===== config.mk =====
export PLATFORM = sky130hd
export DESIGN_NAME = atm_cell_scheduler
export DESIGN_NICKNAME = d
export VERILOG_FILES = /design/src/rtl/atm_pkg.sv /design/src/rtl/rr_arbiter.sv /design/src/rtl/atm_cell_scheduler.sv
export SDC_FILE = /design/constraint.sdc
export NUM_CORES = 1
export LEC_CHECK = 0
export CAP_MARGIN = 20
export CORE_MARGIN = 2
export CORE_UTILIZATION = 40
export DETAILED_ROUTE_END_ITERATION = 7
export PLACE_DENSITY = 0.78
export SLEW_MARGIN = 20
export SYNTH_ARGS = -nofsm -noshare
export SYNTH_HDL_FRONTEND = slang
export SYNTH_SLANG_ARGS = --single-unit
export TNS_END_PERCENT = 10

===== constraint.sdc =====
create_clock -name clk -period 3.9 [get_ports clk]
set_input_delay 0.39 -clock clk [delete_from_list [all_inputs] [get_ports clk]]
set_output_delay 0.39 -clock clk [all_outputs]
set_load 0.02 [all_outputs]

===== src/rtl/atm_pkg.sv =====
`default_nettype none
// ============================================================================
//  Module      : atm_pkg
//  Description : Shared constants, FSM state type and helpers for the ATM
//                cell scheduling blocks.
//  Revision    : 1.0 - initial release
// ============================================================================
package atm_pkg;

    localparam int ATM_CELL_BYTES = 53;
    localparam int ATM_BYTE_W     = 8;

    typedef enum logic [0:0] {
        IDLE = 1'b0,
        XFER = 1'b1
    } sched_state_t;

    // Index width for an N-entry one-hot vector, never narrower than 1 bit.
    function automatic int idx_width(input int n);
        return (n > 1) ? $clog2(n) : 1;
    endfunction

endpackage
`default_nettype wire


===== src/rtl/rr_arbiter.sv =====
`default_nettype none
// ============================================================================
//  Module      : rr_arbiter
//  Description : Combinational round-robin priority select. Searches the
//                eligible vector upward from rr_ptr_i with wrap-around and
//                returns the first hit as one-hot grant plus index.
//  Revision    : 1.0 - initial release
// ============================================================================
module rr_arbiter
    import atm_pkg::*;
#(
    parameter int N_PORTS = 4,
    parameter int IDX_W   = idx_width(N_PORTS)
) (
    input  logic [N_PORTS-1:0] eligible_i,
    input  logic [IDX_W-1:0]   rr_ptr_i,
    output logic [N_PORTS-1:0] gnt_o,
    output logic [IDX_W-1:0]   idx_o,
    output logic               any_o
);

    // First eligible requester at or after the pointer wins.
    always_comb begin
        int cand;
        cand  = 0;
        gnt_o = '0;
        idx_o = '0;
        any_o = 1'b0;
        for (int off = 0; off < N_PORTS; off++) begin
            cand = int'(rr_ptr_i) + off;
            if (cand >= N_PORTS) begin
                cand = cand - N_PORTS;
            end
            if (!any_o && eligible_i[cand]) begin
                any_o       = 1'b1;
                gnt_o[cand] = 1'b1;
                idx_o       = IDX_W'(cand);
            end
        end
    end

endmodule
`default_nettype wire


===== src/rtl/atm_cell_scheduler.sv =====
`default_nettype none
// ============================================================================
//  Module      : atm_cell_scheduler
//  Description : Round-robin scheduler sharing one byte-wide cell bus among
//                N_PORTS ingress ports. Grants a port holding a complete cell,
//                streams CELL_BYTES bytes with backpressure, then re-arbitrates.
//                A requester that drops out mid-cell aborts the cell.
//  Revision    : 1.0 - initial release
// ============================================================================
module atm_cell_scheduler
    import atm_pkg::*;
#(
    parameter int N_PORTS    = 4,
    parameter int CELL_BYTES = ATM_CELL_BYTES,
    parameter int BYTE_W     = ATM_BYTE_W,
    parameter int CNT_W      = 16
) (
    input  logic                      clk,
    input  logic                      rst,
    input  logic [N_PORTS-1:0]        port_en,
    input  logic [N_PORTS-1:0]        req,
    input  logic [N_PORTS*BYTE_W-1:0] port_data,
    output logic [N_PORTS-1:0]        rd_en,
    output logic [N_PORTS-1:0]        gnt,
    output logic [BYTE_W-1:0]         out_data,
    output logic                      out_valid,
    input  logic                      out_ready,
    output logic                      out_sof,
    output logic                      out_eof,
    output logic                      abort,
    output logic [CNT_W-1:0]          cells_sent
);

    localparam int IDX_W = idx_width(N_PORTS);
    localparam int BC_W  = $clog2(CELL_BYTES);

    sched_state_t         state_q;
    logic [N_PORTS-1:0]   gnt_q;
    logic [IDX_W-1:0]     gnt_idx_q;
    logic [IDX_W-1:0]     rr_ptr_q;
    logic [BC_W-1:0]      byte_cnt_q;
    logic [CNT_W-1:0]     cells_sent_q;
    logic                 abort_q;

    logic [N_PORTS-1:0]   eligible;
    logic [N_PORTS-1:0]   arb_gnt;
    logic [IDX_W-1:0]     arb_idx;
    logic                 arb_any;
    logic                 in_xfer;
    logic                 last_byte;
    logic                 abort_now;
    logic                 take;
    logic [IDX_W-1:0]     rr_after_gnt;

    assign eligible = req & port_en;

    rr_arbiter #(
        .N_PORTS (N_PORTS),
        .IDX_W   (IDX_W)
    ) u_rr_arbiter (
        .eligible_i (eligible),
        .rr_ptr_i   (rr_ptr_q),
        .gnt_o      (arb_gnt),
        .idx_o      (arb_idx),
        .any_o      (arb_any)
    );

    // Datapath and handshake decode for the granted port. The final byte
    // tolerates req dropping in the same cycle it is accepted, since the
    // port has then legitimately emptied its cell.
    always_comb begin
        in_xfer      = (state_q == XFER);
        last_byte    = (byte_cnt_q == BC_W'(CELL_BYTES - 1));
        abort_now    = in_xfer &&
                       (!port_en[gnt_idx_q] ||
                        (!req[gnt_idx_q] && !(last_byte && out_ready)));
        out_valid    = in_xfer && !abort_now;
        take         = out_valid && out_ready;
        out_data     = port_data[gnt_idx_q*BYTE_W +: BYTE_W];
        out_sof      = out_valid && (byte_cnt_q == '0);
        out_eof      = out_valid && last_byte;
        rd_en        = '0;
        rd_en[gnt_idx_q] = take;
        rr_after_gnt = (gnt_idx_q == IDX_W'(N_PORTS - 1)) ? '0
                                                         : gnt_idx_q + IDX_W'(1);
    end

    // Grant / transfer state machine with cell counter and abort pulse.
    always_ff @(posedge clk or posedge rst) begin
        if (rst) begin
            state_q      <= IDLE;
            gnt_q        <= '0;
            gnt_idx_q    <= '0;
            rr_ptr_q     <= '0;
            byte_cnt_q   <= '0;
            cells_sent_q <= '0;
            abort_q      <= 1'b0;
        end else begin
            abort_q <= 1'b0;
            case (state_q)
                IDLE: begin
                    if (arb_any) begin
                        gnt_q      <= arb_gnt;
                        gnt_idx_q  <= arb_idx;
                        byte_cnt_q <= '0;
                        state_q    <= XFER;
                    end
                end
                XFER: begin
                    if (abort_now) begin
                        abort_q    <= 1'b1;
                        gnt_q      <= '0;
                        rr_ptr_q   <= rr_after_gnt;
                        byte_cnt_q <= '0;
                        state_q    <= IDLE;
                    end else if (take) begin
                        if (last_byte) begin
                            cells_sent_q <= cells_sent_q + CNT_W'(1);
                            gnt_q        <= '0;
                            rr_ptr_q     <= rr_after_gnt;
                            byte_cnt_q   <= '0;
                            state_q      <= IDLE;
                        end else begin
                            byte_cnt_q <= byte_cnt_q + BC_W'(1);
                        end
                    end
                end
                default: begin
                    state_q <= IDLE;
                    gnt_q   <= '0;
                end
            endcase
        end
    end

    assign gnt        = gnt_q;
    assign abort      = abort_q;
    assign cells_sent = cells_sent_q;

endmodule
`default_nettype wire

; ---- Word-level counts from Yosys, hierarchy flattened
; Index checks and enable logic that the tools add are counted.
[totals]
reg_bits = 32
latchBits = 0
ramBits = 0
mem_bits_ro = 0
inputBits = 43
out_inout_bits = 36
mem_count = 0
[op_classes]
add_sub_neg = 10
multipliers = 0
n_div = 0
magnitude_cmp = 14
eq_ne = 5
shift = 1
muxes = 63
bitwise = 7
reduce_logical = 31
[ops]
columns = cell, n
row1 = 32-bit by 1-bit greater-or-equal comparator with 1-bit output (second input constant), 4
row2 = 32-bit by 4-bit < comparator with 1-bit output (second input constant), 4
row3 = 32-bit two-way mux, 4
row4 = 32-bit by 4-bit greater-or-equal comparator with 1-bit output (second input constant), 3
row5 = 32-bit by 4-bit subtractor with 32-bit output (second input constant), 3
row6 = 4-bit two-way mux, 8
row7 = 32-bit by 6-bit indexed part select with 8-bit output, 1
row8 = 1-bit two-way mux, 25
row9 = 6-bit two-way mux, 4
row10 = 16-bit by 1-bit adder with 16-bit output (second input constant), 1
row11 = 2-bit two-way mux, 8
row12 = 1-bit logical AND, 15
row13 = 1-bit binary-select mux with 2-bit select, 6
row14 = 4-bit bitwise OR, 3
row15 = 6-bit one-hot mux with 2 select lines, 1
row16 = 1-bit demux with 2-bit select, 5
row17 = 4-bit AND, 2
row18 = 4-bit one-hot mux with 2 select lines, 1
row19 = 1-bit logical NOT, 7
row20 = 2-bit by 2-bit adder with 3-bit output (second input constant), 2
row21 = 6-bit by 1-bit adder with 6-bit output (second input constant), 1
row22 = 6-bit == test (second input constant), 1
row23 = 6-bit logical NOT, 1
row24 = 3-bit by 1-bit inequality test with 1-bit output (second input constant), 2
row25 = other kinds (15), 19

; ---- Longest topological paths before layout
[depth]
depth_word = 17
depth_mapped = 9
mapped_depth_nobuf = 8

; ---- Cells and area by module
; A second synthesis with hierarchy kept.
[unflattened]
cells_unflattened = 219
hier_area_um2 = 2318.5
[modules_own_cells]
columns = module, n_inst, cells_per_inst, area_each_um2
row1 = atm_cell_scheduler, 1, 171, 1858.0
row2 = rr_arbiter, 1, 48, 460.4

; ---- Worst setup path after synthesis
; OpenSTA, ideal clock, no wires.
[synth_timing]
kind = reg2reg
startpoint = register rr_ptr_q[0]
endpoint = register gnt_q[0], in the netlist gnt[0]
setup_ns = 0.090
arrival_ns = 2.342
t_required_ns = 3.810
slack_ns = 1.469
stages_incl_launch_ff = 9
n_path_buf = 2
period_less_slack_ns = 2.431
path_cell_list = dfrtp_1 -> clkbuf_1 -> inv_1 -> ha_1 -> clkbuf_1 -> or3_1 -> a2111oi_0 -> o21ai_1 -> o2111ai_1
[synth_via]
elab_chain_len = 17
elab_cells_between_ends = 68
[synth_lines]
columns = item, line
row1 = from (decl), atm_cell_scheduler.sv:40  ; logic [IDX_W-1:0] rr_ptr_q;
row2 = from (signal assigned), atm_cell_scheduler.sv:113  ; rr_ptr_q <= rr_after_gnt;
row3 = from (signal assigned), atm_cell_scheduler.sv:120  ; rr_ptr_q <= rr_after_gnt;
row4 = branches (longest 17 deep; another with 32-bit by 4-bit subtractor with 32-bit output), -
row5 = to (signal assigned), atm_cell_scheduler.sv:103  ; gnt_q <= arb_gnt;
row6 = to (decl), atm_cell_scheduler.sv:38  ; logic [N_PORTS-1:0] gnt_q;
; Several ways; the timed one is not identified. The select of a mux whose other input is x is not followed.
; A chain may end at the register's enable or synchronous reset.

; ---- Worst setup path after layout
[layout_timing]
startpoint = register gnt_idx_q[0]
endpoint = output port rd_en[2]
[layout_via]
elab_chain_len = 10
elab_cells_between_ends = 18
[layout_lines]
columns = item, line
row1 = from (decl), atm_cell_scheduler.sv:39  ; logic [IDX_W-1:0] gnt_idx_q;
row2 = from (signal assigned), atm_cell_scheduler.sv:104  ; gnt_idx_q <= arb_idx;
row3 = 1-bit binary-select mux with 2-bit select, atm_cell_scheduler.sv:76  ; (!req[gnt_idx_q] && !(last_byte && out_ready)));
row4 = 1-bit two-way mux (not written as such), atm_cell_scheduler.sv:76
row5 = 1-bit logical NOT, atm_cell_scheduler.sv:76
row6 = 1-bit logical AND, atm_cell_scheduler.sv:76
row7 = 1-bit logical OR, atm_cell_scheduler.sv:75  ; (!port_en[gnt_idx_q] ||
row8 = 1-bit logical AND, atm_cell_scheduler.sv:74  ; abort_now = in_xfer &&
row9 = 1-bit logical NOT, atm_cell_scheduler.sv:77  ; out_valid = in_xfer && !abort_now;
row10 = 1-bit logical AND, atm_cell_scheduler.sv:77
row11 = 1-bit logical AND, atm_cell_scheduler.sv:78  ; take = out_valid && out_ready;
row12 = 4-bit AND (no line) *, -
row13 = to (decl), atm_cell_scheduler.sv:23  ; output logic [N_PORTS-1:0] rd_en,
; Every way passes the cells marked *; elsewhere a longest branch is shown, timed or not. The select of a mux whose other input is x is not followed.

==> summary.md <==
| Metric | Value |
|---|---|
| Result of the run | `finished, final reports clean` |
| Final Setup Violations | `0` |
| TritonCTS buffer count | `5` |
| Static leakage | `1.379 nW` |
| Post-synth cell types | `46` |
| Placement Cell Area | `3171 sq um` |
| Layout cell share with drive strength beyond 1 | `8.013%` |
| # H-tree levels | `2` |
| Clock root cell | `sky130_fd_sc_hd__clkbuf_8` |
| Beginning of the worst register-to-register path | `rr_ptr_q[0]$_DFFE_PP0P_` |
| Highest-delay cell along the critical path | `sky130_fd_sc_hd__clkdlybuf4s50_1` |
| Capture endpoint of the worst hold path | `cells_sent[15]$_DFFE_PP0P_` |
| Clock slew at the register clock pins of the worst setup and hold paths | `0.06 ns` |
| Number of nets in the final layout | `372` |
| Number of cell rows | `27` |
| Final-report max-slew violation count | `0` |
| TritonCTS clock tree | `yes` |
| Total global routing track utilization | `18.86%` |
| Antenna cell count | `0` |
| Average footprint of a synthesized cell | `9.919 sq um` |
| Crit path required time | `3.51 ns` |
| Final hold viol count | `0` |
| Worst-case clock skew | `0.007488 ns` |
| Hold Crit Start | `cells_sent[15]$_DFFE_PP0P_` |
| Average wire per standard cell | `14.63 um` |
| EDFF count, synth | `0` |
| Period minus WS final | `3.116 ns` |
| DRC errors left | `0` |
| Max cap viols | `0` |
| Startpoint-to-endpoint class of the critical path | `reg2out` |
| Largest fanout on the critical path | `15` |
| Top-level port count | `79` |
| Die height | `80.18 um` |
| Total power per unit cell area | `483.3 nW/um^2` |
| Post-detailed-placement half-perimeter wirelength | `4.449 mm` |
| Total Routed Length | `5.616 mm` |
| Endpoint type of the worst setup path | `primary output` |
| Share of flip-flops with an asynchronous set or reset | `100.0%` |
| Number of cells on the worst reg-to-reg path | `6` |
| R2R Setup Slk | `1.23 ns` |
| Number of detailed-routing iterations run before antenna repair | `5` |
| CTS-repair resized insts | `0` |
| Pin slew with the least headroom to its limit | `0.5363 ns` |
| CTS sink cnt | `32` |
| Portion of the post-synthesis area used by sequential elements | `34.50%` |
| Number of buffers added for setup after CTS | `0` |
| Number of buffers inserted by port buffering | `78` |
| Share of the clock period used by the worst path | `79.91%` |
| Hold crit path type | `reg2reg` |
| Via count of the first global-routing pass | `2086` |
| Number of routed nets with antenna violations | `0` |
| Worst voltage drop across the vdd grid | `219.2 uV` |
| Flip-flop and latch count after synthesis | `32` |
| Antenna violations before repair | `0` |
| Final setup slack of the worst path | `0.7837 ns` |
| Overall die area | `6428 sq um` |
| Via Count | `2112` |
| Die outline width | `80.18 um` |
| Post-Synthesis Cells | `234` |
| Hold Path Depth | `1` |
| End of the worst register-to-register path | `gnt[1]$_DFFE_PP0P_` |
| Wire length of the first global-routing pass | `9.528 mm` |
| Post-route cell area | `3239 sq um` |
| Violation count after the first detailed-routing iteration | `110` |
| Leading cell types in the layout, fill and taps excluded | `78 x sky130_fd_sc_hd__clkdlybuf4s50_1, 32 x sky130_fd_sc_hd__dfrtp_1, 23 x sky130_fd_sc_hd__nand2_1, 15 x sky130_fd_sc_hd__ha_1, 13 x sky130_fd_sc_hd__inv_1` |
| Most common library cell in the layout ignoring fill and taps | `sky130_fd_sc_hd__clkdlybuf4s50_1` |
| Largest net degree at the start of global routing | `33` |
| Most common flop cell mapped by yosys | `sky130_fd_sc_hd__dfrtp_1` |
| Total negative setup slack | `0 ns` |
| Placed Cells | `379` |
| Largest stage delay on the critical path | `0.60 ns` |
| Count of synthesis-stage warnings from yosys | `0` |
| Gpl congestion | `0.8852` |
| Starting density of the core | `41.89%` |
| Post-Layout Cell Count | `384` |
| Via-per-instance ratio | `5.500` |
| Total global routing overflow | `0` |
| Maximum clock path buffer count | `2` |
| RSZ-0062 raised after global routing | `false` |
| Element type at the critical path start | `flop` |
| Post-cts hold buffer count | `0` |
| Worst rel slew slack | `64.25%` |
| DP Worst Slack | `0.8356 ns` |
| Worst-path cell chain | `buf_4 -> mux4_2 -> nand3_2 -> o21ai_1 -> nor2_1 -> and2_1 -> clkdlybuf4s50_1` |
| Core Region | `5540 sq um` |
| Achievable clock frequency | `0.3209 GHz` |
| Number of nets produced by synthesis | `292` |
| Data arrival time of the critical path | `2.73 ns` |
| Area growth from synthesis to layout | `39.57%` |
| Post-synthesis instance area | `2321 sq um` |
| Clock latency at the later pin of the worst-skew pair | `0.28 ns` |
[logic make-up (layout without fill, tap and decap cells)]
group | after synthesis | in the layout | synth area share (%)
and+or+nand+nor | 91 | 91 | 21.46
adders and majority gates | 15 | 15 | 8.086
muxes | 14 | 14 | 12.45
buffers and inverters | 20 | 98 | 3.666
DFF | 32 | 32 | 34.50
AOI/OAI and AO/OA | 45 | 45 | 13.42
xor gates and xnor gates | 17 | 17 | 6.415
[sequential cells by signal, summed over array words and instances (netlist names)]
name / flops
cells_sent: 16
gnt: 4
gnt_idx_q: 2
in_xfer: 1
rr_ptr_q: 2
abort: 1
byte_cnt_q: 6
[where the power goes]
group	total [W]	leakage (nW)	internal [W]	switching (W)
Sequential	0.000477	0.433	0.000386	0.0000912
Combinational	0.000869	0.910	0.000425	0.000443
Clock	0.000220	0.0359	0.000114	0.000105
Total	0.00157	1.38	0.000926	0.000640
[cells in the mapped netlist, types with 6 or more instances]
library cell               instances  area, sq um
sky130_fd_sc_hd__a22oi_1           6        45.04
sky130_fd_sc_hd__and2_1           11        68.82
sky130_fd_sc_hd__and3_1            8        50.05
sky130_fd_sc_hd__dfrtp_1          32        800.8
sky130_fd_sc_hd__ha_1             15        187.7
sky130_fd_sc_hd__inv_1            13        48.80
sky130_fd_sc_hd__mux4_2           10        225.2
sky130_fd_sc_hd__nand2_1          23        86.33
sky130_fd_sc_hd__nand3_1           9        45.04
sky130_fd_sc_hd__nand4_1           8        50.05
sky130_fd_sc_hd__nor2_1           11        41.29
sky130_fd_sc_hd__o211ai_1          6        45.04
sky130_fd_sc_hd__o21ai_0           7        35.03
sky130_fd_sc_hd__xnor2_1           9        78.83
sky130_fd_sc_hd__xor2_1            8        70.07
[worst max-delay path by stage]
stage | from | to
finish | gnt_idx_q[0]$_DFFE_PP0P_ | rd_en[2]
global route | byte_cnt_q[0]$_DFFE_PP0P_ | rd_en[1]
CTS | gnt_idx_q[0]$_DFFE_PP0P_ | rd_en[2]
detailed placement | port_en[3] | rd_en[2]
global placement | port_en[0] | rd_en[3]
floorplan | rr_ptr_q[0]$_DFFE_PP0P_ | gnt[0]$_DFFE_PP0P_
[final cells by class]
class	count	area (sq um)
multi-input combinational	182	1435
inverter	13	48.80
fill	482	2301
sequential	32	800.8
clock buffer	5	68.82
timing repair buffer	80	795.8
tap	72	90.09
[layer usage]
layer / GRT usage, % / vias up / routed length (um) / share of wire, %
li1: - / 1020 / - / -
met1: 23.68 / 1027 / 2515 / 45
met2: 32.17 / 55 / 2788 / 50
met3: 3.708 / 10 / 216 / 3.8
met4: 6.780 / 0 / 95 / 1.7
met5: 0 / - / 0 / 0
[critical path: cells and delay by family (launching register included)]
| family | cells | cell delay (ns) |
|---|---|---|
| buffers and inverters | 2 | 0.85 |
| and+or+nand+nor | 3 | 0.55 |
| muxes | 1 | 0.59 |
| AOI/OAI and AO/OA | 1 | 0.14 |
| DFF | 1 | 0.32 |
[per-stage QoR]
step	util, %	hold WS [ns]	total power [W]
after CTS	58.47	0.4715	0.001578
after floorplan	-	0.4899	0.001029
final	58.47	0.4699	0.001566
after detailed placement	57.23	0.4637	0.001355
after global placement	57.23	0.4580	0.001338
after global routing	58.47	0.4877	0.001683
No activity file was read; power rests on OpenSTA's default activity.
